## config.mk

```make
export PLATFORM = sky130hd
export DESIGN_NAME = pkt_receiver
export DESIGN_NICKNAME = d
export VERILOG_FILES = /design/src/rtl/pkt_receiver.sv
export SDC_FILE = /design/constraint.sdc
export NUM_CORES = 1
export LEC_CHECK = 0
export ABC_AREA = 1
export BUFFER_PORTS_ARGS = -buffer_cell sky130_fd_sc_hd__buf_2
export CORE_ASPECT_RATIO = 0.6
export CORE_MARGIN = 2
export CORE_UTILIZATION = 61
export DETAILED_ROUTE_END_ITERATION = 10
export HOLD_SLACK_MARGIN = 0.06
export PLACE_DENSITY = 0.76
export SYNTH_ARGS = -nofsm -noshare
export SYNTH_HDL_FRONTEND = slang
export SYNTH_SLANG_ARGS = --single-unit
```

## constraint.sdc

```tcl
create_clock -name clk -period 4.1 [get_ports clk]
set_input_delay 1.025 -clock clk [delete_from_list [all_inputs] [get_ports clk]]
set_output_delay 1.025 -clock clk [all_outputs]
set_load 0.005 [all_outputs]
```

## src/rtl/pkt_receiver.sv

```systemverilog
// Receive endpoint for length-prefixed packets: a header word, then len payload words.
// Payload is buffered and replayed with a last marker, and a status record is strobed per packet.
module pkt_receiver #(
    parameter int DATA_W     = 32,
    parameter int FIFO_DEPTH = 16
) (
    input  logic              clk,
    input  logic              rst_n,
    input  logic              in_valid,
    output logic              in_ready,
    input  logic [DATA_W-1:0] in_data,
    output logic              out_valid,
    input  logic              out_ready,
    output logic [DATA_W-1:0] out_data,
    output logic              out_last,
    output logic              sts_valid,
    output logic [3:0]        sts_len,
    output logic [DATA_W-1:0] sts_csum,
    output logic [1:0]        sts_err
);

    localparam int AW = $clog2(FIFO_DEPTH);
    localparam int CW = AW + 1;

    typedef enum logic [1:0] {
        ST_IDLE,
        ST_PAYLOAD,
        ST_DONE
    } state_t;

    state_t              state_q, state_d;
    logic [3:0]          len_q, len_d;
    logic [3:0]          rem_q, rem_d;
    logic [DATA_W-1:0]   csum_q, csum_d;
    logic [1:0]          err_q, err_d;

    logic [DATA_W:0]     mem_q [FIFO_DEPTH];
    logic [AW-1:0]       wptr_q, rptr_q;
    logic [CW-1:0]       count_q;
    logic                fifo_full, fifo_empty;
    logic                wr_en, rd_en;
    logic                last_w;
    logic [DATA_W:0]     head;

    assign fifo_full  = (count_q == CW'(FIFO_DEPTH));
    assign fifo_empty = (count_q == '0);
    assign last_w     = (rem_q == 4'd1);
    assign wr_en      = in_valid & in_ready & (state_q == ST_PAYLOAD);
    assign rd_en      = out_valid & out_ready;

    // Read side is decoupled from the FSM; empty forces zeros so nothing stale leaks out.
    assign head      = mem_q[rptr_q];
    assign out_valid = !fifo_empty;
    assign out_data  = out_valid ? head[DATA_W-1:0] : '0;
    assign out_last  = out_valid & head[DATA_W];

    assign sts_len  = len_q;
    assign sts_csum = csum_q;
    assign sts_err  = err_q;

    always_ff @(posedge clk) begin
        if (wr_en) begin
            mem_q[wptr_q] <= {last_w, in_data};
        end
    end

    always_ff @(posedge clk or negedge rst_n) begin
        if (!rst_n) begin
            wptr_q  <= '0;
            rptr_q  <= '0;
            count_q <= '0;
        end else begin
            if (wr_en) wptr_q <= wptr_q + 1'b1;
            if (rd_en) rptr_q <= rptr_q + 1'b1;
            case ({wr_en, rd_en})
                2'b10:   count_q <= count_q + 1'b1;
                2'b01:   count_q <= count_q - 1'b1;
                default: count_q <= count_q;
            endcase
        end
    end

    always_ff @(posedge clk or negedge rst_n) begin
        if (!rst_n) begin
            state_q <= ST_IDLE;
            len_q   <= '0;
            rem_q   <= '0;
            csum_q  <= '0;
            err_q   <= '0;
        end else begin
            state_q <= state_d;
            len_q   <= len_d;
            rem_q   <= rem_d;
            csum_q  <= csum_d;
            err_q   <= err_d;
        end
    end

    // in_ready is gated by rst_n so it reads 0 for the whole reset window.
    always_comb begin
        state_d   = state_q;
        len_d     = len_q;
        rem_d     = rem_q;
        csum_d    = csum_q;
        err_d     = err_q;
        in_ready  = 1'b0;
        sts_valid = 1'b0;
        case (state_q)
            ST_IDLE: begin
                in_ready = rst_n;
                if (in_valid & in_ready) begin
                    len_d  = in_data[3:0];
                    err_d  = {|in_data[DATA_W-1:4], (in_data[3:0] == 4'd0)};
                    csum_d = '0;
                    rem_d  = in_data[3:0];
                    state_d = (in_data[3:0] == 4'd0) ? ST_DONE : ST_PAYLOAD;
                end
            end
            ST_PAYLOAD: begin
                in_ready = rst_n & !fifo_full;
                if (in_valid & in_ready) begin
                    csum_d = csum_q ^ in_data;
                    rem_d  = rem_q - 4'd1;
                    if (last_w) state_d = ST_DONE;
                end
            end
            ST_DONE: begin
                sts_valid = 1'b1;
                state_d   = ST_IDLE;
            end
            default: state_d = ST_IDLE;
        endcase
    end

endmodule

```

* After elaboration in Yosys (flattened, before gate mapping)
Memory sizes are Yosys's and may differ from the RTL's.
Index checks and enable logic that the tools add are counted.
** Storage, ports and cells
- Logic and storage cells :: 59
- Output and inout bits :: 74
- Input bits :: 36
- Bits in registers :: 57
- Memories :: 1
- Memory bits (writable) :: 528
** Operators by class
- Bitwise logic cells :: 8
- Mux-type cells :: 17
- Reductions and logical operators :: 11
- Add/sub/neg operators :: 5
- Eq/ne operators :: 9
** Memory list
- mem_q :: depth 16, width 33, read ports 1, clocked after Yosys merged registers in 0, wr ports 1, RTL line 37 : logic [DATA_W:0] mem_q [FIFO_DEPTH];
** Operators by type and width (count)
- 2-to-1 mux 32 bit :: 3
- one-hot mux 32 bit (2 select lines) :: 1
- XOR 32 bit :: 1
- OR reduction 28 bit :: 1
- one-hot mux 5 bit (2 select lines) :: 1
- adder 4 x 1 -> 4 bit (second input constant) :: 2
- 2-to-1 mux 2 bit :: 4
- 2-to-1 mux 4 bit :: 2
- one-hot mux 4 bit (2 select lines) :: 1
- bitwise AND 1 bit :: 7
- AND reduction 3 bit :: 2
- adder 5 x 1 -> 5 bit (second input constant) :: 1
- == test 5 bit (second input constant) :: 1
- logical NOT 5 bit :: 1
- subtractor 5 x 1 -> 5 bit (second input constant) :: 1
- == test 2 x 1 -> 1 bit (second input constant) :: 2
- == test 2 bit (second input constant) :: 2
- == test 4 x 1 -> 1 bit (second input constant) :: 1
- logical NOT 4 bit :: 1
- inequality test 2 bit (second input constant) :: 2
- one-hot mux 2 bit (2 select lines) :: 1
- nonzero test 2 bit :: 2
- subtractor 4 x 1 -> 4 bit (second input constant) :: 1
- 2-to-1 mux 1 bit :: 3
- 5 further kinds :: 6

* Longest topological paths before layout
Gate-level depths: netlist of run 1.
- Depth in word-level cells :: 8
- Depth in mapped cells :: 17
- Gate-level depth less buffers :: 17

* Worst setup path before layout of run 1
No wires, ideal clock.
- Path kind :: input-to-reg
- Start :: input port in_valid
- End :: memory mem_q[2][0] in the netlist's numbering (enable)
- Data required time :: 3636 ps
- Cell stages on the path :: 7
- Path slack :: -345 ps
- Library setup time :: 464 ps
- Arrival time :: 3980 ps
- Cell sequence :: nand2_1 nor2_1 inv_1 nor2_8 nand2_4 buf_6 nor3_1
** Between the ends
- Cells in the longest elaborated chain, start to end :: 4
** RTL lines
- from (decl) :: RTL line 9 : input logic in_valid,
- bitwise AND 1 bit (2 in series) :: RTL line 48 : assign wr_en = in_valid & in_ready & (state_q == ST_PAYLOAD);
- 2-to-1 mux 1 bit :: RTL line 62 : if (wr_en) begin
- 2-to-1 mux 1 bit (implied by the code) :: RTL line 63 : mem_q[wptr_q] <= {last_w, in_data};
- to (decl) :: RTL line 37
No other way between the ends.

* Worst setup path after layout of run 1
- Start :: register rptr_q[0]
- End :: output port out_data[12]
** Between the ends
- Cells in the longest elaborated chain, start to end :: 2
** RTL lines
- from (decl) :: RTL line 38 : logic [AW-1:0] wptr_q, rptr_q;
- from (signal assigned) :: RTL line 74 : if (rd_en) rptr_q <= rptr_q + 1'b1;
- memory read (16 x 33 bit)
- 2-to-1 mux 32 bit :: RTL line 54 : assign out_data = out_valid ? head[DATA_W-1:0] : '0;
- to (decl) :: RTL line 14 : output logic [DATA_W-1:0] out_data,
No other way between the ends.

==> impl_metrics.csv, run 1 <==
group,metric,value,unit
route,wl_per_cell,22.3,um
global_routing,grt_pass1_vias,16500,
route,highest_layer,"met4",
layout,final_util,69.5,%
yosys,synth.net_count,2182,
yosys,synth_area,24400,sq um
layout,multi_input_area,6310,sq um
setup_path,crit_path_end_kind,"output port",
sta,maxClockFrequency,0.253,GHz
yosys,synthCells,2135,
global_routing,grt_max_degree,99,
clocking,cts.sinks,585,
clocking,cts_tree,"built",
route,first_pass_iters,6,
sta,whs,469,ps
layout,seqCellArea,17300,sq um
die,io_pins,110,
layout,final_nets,2288,
global_routing,gr-total-overflow,0,
pwr,static-leakage-power,0.0106,uW
die,rows,56,
setup_path,endpoint,"out_data[12]",
clocking,holdBufCountCts,0,
setup_path,ff2ff_setup_slack,1030,ps
place,hpwlAfterDp,35900,um
global_routing,track_usage,29.6,%
setup_path,r2r-start,"count_q[1]",
setup_path,critPathKind,"flop to output port",
die,die_y,159,um
route,finalWirelength,62400,um
sta,slew_headroom,29.0,%
sta,fin_crit,3950,ps
clocking,cts_setup_buffers,0,
run_status,status,"completed",
clocking,cts_buffers,52,
route,route.detailed.drc,0,
pwr,ir_drop,0.488,mV
route,final_antenna_net_count,0,
setup_path,critPathArrivalTime,2930,ps
sta,setup_viol,0,
yosys,ys_seq_elements,585,
flow_run,cap_viol_max_count,0,
setup_path,r2r-end,"count_q[4]",
setup_path,cpMostUsedCell,"nand2_1",
route,detail_route.iter0.violations,2258,
setup_path,start_kind,"flop",
layout,fillers,2728,
yosys,yosys_warnings,0,
yosys,synth.yosys.seq_area_share,70.8,%
sta,min_period_over_period,96.4,%
setup_path,cp_max_fo,52,
clocking,htreeDepth,2,
route,avgViaCountPerCell,6.00,
layout,drive_gt1_share,12.7,%
yosys,synth_cell_types,32,
place,portBuffers,109,
setup_path,path_delay_family,"buffers and inverters",
place,routabilityCongestion,0.854,
global_routing,antenna_found_initial,0,
sta,fin_setup_tns,0,ps
clocking,clockBufferDepth,3,
global_routing,grt_pass1_wl,95800,um
sta,hold_viol_final,0,
layout,area_delta_synth_final,11.7,%
sta,drv_slew,0,
layout,final_area,27300,sq um
setup_path,reg2reg_depth,17,
setup_path,crit_cells,8,
die,coreArea,39200,sq um
sta,fin_skew,22.6,ps
die,dieArea,41700,sq um
route,met1Wirelength,25500,um
layout,antenna_cells,0,
setup_path,cp_slowest_cell,"dfrtp_4",
sta,rsz0062_at_grt,"no",
route,num_vias,16800,
setup_path,cp.required,3070,ps
sta,tightest_slew,1060,ps
clocking,root_buffer,"clkbuf_16",
setup_path,critPathLaunch,"rptr_q[0]",
yosys,avgSynthCellArea,11.4,sq um
pwr,p_per_area,680,nW/um^2
route,wl_met3,6660,um
setup_path,critPathMaxStageDelay,690,ps
worst_hold_path,hp-class,"flop to flop",
clocking,clk_latency,590,ps
die,dieWidth,262,um
setup_path,path_buf_inv,2,
clocking,clk_pin_slew,70,ps
die,start_util,62.2,%
place,placedInstanceArea,25600,sq um
setup_path,crit_chain,"buf_4 -> nand2_1 -> nand3_1 -> nand3_1 -> nand2_1 -> nand2_1 -> a21oi_1 -> buf_2",
route,met2RoutedLength,28900,um
## cells in the mapped netlist (all sizes together)
cell | count | area share (%)
nand2 | 794 | 12
edfxtp | 528 | 65
nand3 | 446 | 9.1
buf | 108 | 2.9
dfrtp | 57 | 5.8
xor2 | 38 | 1.4
a21oi | 36 | 0.74
inv | 33 | 0.52
nor2 | 31 | 0.59
clkbuf | 17 | 0.26
nor3 | 14 | 0.29
ha | 11 | 0.56
o21ai | 10 | 0.21
nand4 | 2 | 0.077
nor4 | 2 | 0.051
or2 | 2 | 0.051
xnor2 | 2 | 0.072
a21boi | 1 | 0.031
clkinv | 1 | 0.015
o211ai | 1 | 0.031
o21bai | 1 | 0.031
## sequential cells by signal, indices dropped and copies added, names as in the netlist
signal and cells:
count_q 5, mem_q 528, rem_q 4, rptr_q 4
state_q 2, sts_csum 32, sts_err 2, sts_len 4
wptr_q 4
## tightest hold or removal path, delay by kind of cell (launching register included)
kind,cells,cell delay [ps]
flip-flops,1,340
AND/OR/NAND/NOR,2,100
## routing by layer
layer / vias to the layer above / global-route usage (%)
met5: - / 0
met4: 0 / 8.11
met3: 112 / 5.18
met2: 972 / 46.1
met1: 8149 / 43.6
li1: 7600 / -
## cell type report
type | count | area share, %
sequential | 585 | 63.4
multi-input combinational | 1391 | 23.2
clock buffer | 65 | 5.10
timing repair buffer | 177 | 4.39
tap | 522 | 2.39
clock inverter | 31 | 1.06
inverter | 34 | 0.496
## how the worst min path moves through the flow
stage                 end  startpoint  depth (start not counted)
4_1_cts        sts_len[1]  sts_len[1]                          2
2_1_floorplan  sts_len[0]  sts_len[0]                          2
3_5_place_dp   sts_len[1]  sts_len[1]                          2
5_1_grt        sts_len[3]  sts_len[3]                          2
6_report       sts_len[3]  sts_len[3]                          2
3_3_place_gp   sts_len[0]  sts_len[0]                          2
## layout by cell type, fill, tap and decap left out, types with 13 or more instances in the layout
cell type	n
nand2_1	793
edfxtp_1	528
nand3_1	446
buf_2	109
buf_4	56
clkbuf_16	53
dfrtp_1	53
xor2_1	38
a21oi_1	36
inv_1	27
nor2_1	23
clkinv_2	13
## repair_timing
item                                    4_1_cts  5_1_grt
endpoints found under the setup margin        0        1
endpoints found under the hold margin         0        0
gates resized for setup                       0        1
## stage by stage
stage | instances | worst slack, ps | total power, uW
after CTS | 2805 | 90.9 | 18500
after detailed placement | 2709 | 494 | 13600
after global routing | 2805 | 12.5 | 19400
after floorplan | 2135 | -345 | 11600
final | 2805 | 149 | 18500
after global placement | 2709 | 578 | 13500
## power by group
group | internal (uW) | switching, uW
clock | 2730 | 2160
combinational | 2090 | 4410
sequential | 6830 | 328
## kinds of logic after synthesis
| logic type | count (synthesis) | share of synthesized area, % |
|---|---|---|
| xor+xnor | 40 | 1.44 |
| compound gates | 49 | 1.04 |
| simple gates | 1291 | 22.5 |
| flops | 585 | 70.8 |
| buf+inv | 159 | 3.70 |
| fa+ha+maj | 11 | 0.564 |
No activity file was read; power rests on OpenSTA's default activity.
==> run 2: changes to the inputs <==
--- a/config.mk
+++ b/config.mk
@@ -11,8 +11,9 @@
 export CORE_MARGIN = 2
 export CORE_UTILIZATION = 61
 export DETAILED_ROUTE_END_ITERATION = 10
+export GPL_ROUTABILITY_DRIVEN = 1
 export HOLD_SLACK_MARGIN = 0.06
-export PLACE_DENSITY = 0.76
+export PLACE_DENSITY = 0.85
 export SYNTH_ARGS = -nofsm -noshare
 export SYNTH_HDL_FRONTEND = slang
 export SYNTH_SLANG_ARGS = --single-unit
==> constraint.sdc (replaced) <==
create_clock -name clk -period 4.3 [get_ports clk]
set_input_delay 1.075 -clock clk [delete_from_list [all_inputs] [get_ports clk]]
set_output_delay 1.075 -clock clk [all_outputs]
set_load 0.005 [all_outputs]
==> impl_metrics.csv, run 2 (synthesis results as in run 1) <==
group,metric,value,unit
global_routing,grt_max_degree,133,
route,avgViaCountPerCell,6.18,
layout,final_area,27100,sq um
place,portBuffers,109,
setup_path,crit_path_end_kind,"output port",
pwr,static-leakage-power,0.0105,uW
sta,whs,478,ps
pwr,seq_power_share,38.9,%
layout,antenna_cells,0,
setup_path,start_kind,"flop",
route,finalWirelength,62800,um
layout,largest_reg_flops,528,
clocking,holdBufCountCts,0,
place,placedInstanceArea,25500,sq um
layout,final_cell_mix,"793 x nand2_1, 528 x edfxtp_1, 446 x nand3_1",
global_routing,track_usage,29.6,%
clocking,cts_tree,"built",
pwr,ir_drop,0.542,mV
die,coreArea,39200,sq um
die,start_util,62.2,%
setup_path,path_delay_family,"buffers and inverters",
layout,regMostFlops,"mem_q",
setup_path,cp_slowest_cell,"dfrtp_4",
pwr,clkPwrFrac,26.3,%
setup_path,cp.required,3220,ps
pwr,power.switching,6570,uW
pwr,p_per_area,649,nW/um^2
sta,setup_viol,0,
sta,maxClockFrequency,0.242,GHz
setup_path,critPathKind,"flop to output port",
pwr,swShare,37.3,%
layout,area_delta_synth_final,11.1,%
global_routing,antenna_found_initial,1,
sta,fin_skew,16.0,ps
clocking,cts_setup_buffers,0,
global_routing,grt_pass1_wl,95000,um
setup_path,cp_max_fo,79,
sta,rsz0062_at_grt,"no",
place,hpwlAfterDp,35000,um
die,dieWidth,262,um
sta,drv_slew,0,
place,routabilityCongestion,0.814,
route,first_pass_iters,7,
route,route.detailed.drc,0,
clocking,htreeDepth,2,
setup_path,critPathArrivalTime,3050,ps
layout,final_common_cell,"nand2_1",
layout,final_nets,2276,
flow_run,cap_viol_max_count,0,
pwr,comb_power_share,34.8,%
sta,slew_headroom,28.9,%
global_routing,gr-total-overflow,0,
layout,final_util,69.1,%
layout,fillers,2645,
die,die_y,159,um
route,detail_route.iter0.violations,2538,
setup_path,path_buf_inv,3,
route,num_vias,17200,
sta,tightest_slew,1060,ps
clocking,cts_buffers,50,
clocking,cts_resized,0,
setup_path,cpMostUsedCell,"nand2_1",
layout,drive_gt1_share,12.0,%
pwr,total_power,17600,uW
place,preCtsSetupSlack,675,ps
sta,fin_ws,174,ps
route,final_antenna_net_count,0,
worst_hold_path,hp-class,"flop to flop",
clocking,clockBufferDepth,3,
setup_path,critPathMaxStageDelay,630,ps
global_routing,grt_pass1_vias,16700,
die,dieArea,41700,sq um
setup_path,crit_chain,"inv_6 -> buf_12 -> nand2_1 -> nand3_1 -> nand3_1 -> nand2_1 -> nand2_1 -> a21oi_1 -> buf_2",
die,rows,56,
clocking,cts.sinks,585,
sta,min_period_over_period,95.9,%
clocking,root_buffer,"clkbuf_16",
clocking,clk_pin_slew,60,ps
run_status,status,"completed",
sta,fin_crit,4130,ps
clocking,clk_latency,580,ps
die,io_pins,110,
pwr,intPower,11000,uW
sta,hold_viol_final,0,
route,wl_per_cell,22.5,um
run 2: changes by cell type in the layout (fill, tap and decap cells not counted), moves of 4 or more:
cell      delta
buf_12       -4
clkinv_1     +4
buf_4        -5
clkinv_2     -4
run 2: metal layers:
metal	vias to the layer above	track usage [%]	wire length [um]	part of all wire, %
li1	7564	-	-	-
met2	1200	45.8	29000	46
met5	-	0	13	0.021
met4	2	10.1	1870	3.0
met1	8308	42.9	24400	39
met3	166	5.60	7480	12
run 2: final timing paths:
| path | from | endpoint | slack (ps) | cells after the start |
|---|---|---|---|---|
| worst max register to register | count_q[1] | count_q[4] | 1300 | 16 |
| max in group asynchronous | rst_n | rptr_q[0] | 2790 | 2 |
| worst max-delay path | rptr_q[0] | out_data[30] | 170 | 9 |
| worst min-delay path | sts_len[2] | sts_len[2] | 480 | 2 |
| worst min register to register | sts_len[2] | sts_len[2] | 480 | 2 |
| min in group asynchronous | rst_n | sts_csum[25] | 810 | 2 |
run 2: layout make-up:
| class | instances | area, sq um | area share [%] |
|---|---|---|---|
| Sequential cell | 585 | 17300 | 63.8 |
| Timing Repair Buffer | 167 | 1070 | 3.94 |
| Clock inverter | 32 | 333 | 1.23 |
| Inverter | 34 | 135 | 0.499 |
| Clock buffer | 59 | 1310 | 4.82 |
| Tap cell | 522 | 653 | 2.41 |
| Multi-Input combinational cell | 1391 | 6310 | 23.3 |
run 2: power groups by stage:
stage | clock, uW | combinational (uW) | sequential (uW)
2_1_floorplan | 0 | 4210 | 6820
3_3_place_gp | 0 | 5710 | 6940
3_5_place_dp | 0 | 5950 | 6960
4_1_cts | 4640 | 6040 | 6840
5_1_grt | 4850 | 6700 | 6890
6_report | 4630 | 6120 | 6860
run 2: metrics by stage:
stage / cells / TNS, ps
floorplan: 2135 / -64180
global placement: 2699 / 0
detailed placement: 2699 / 0
CTS: 2790 / 0
global route: 2790 / 0
finish: 2790 / 0
run 2: worst min-delay path, cell delays in order (launching register included):
cell and delay, ps:
dfrtp_1 350, nand2_1 50, nand2_1 50
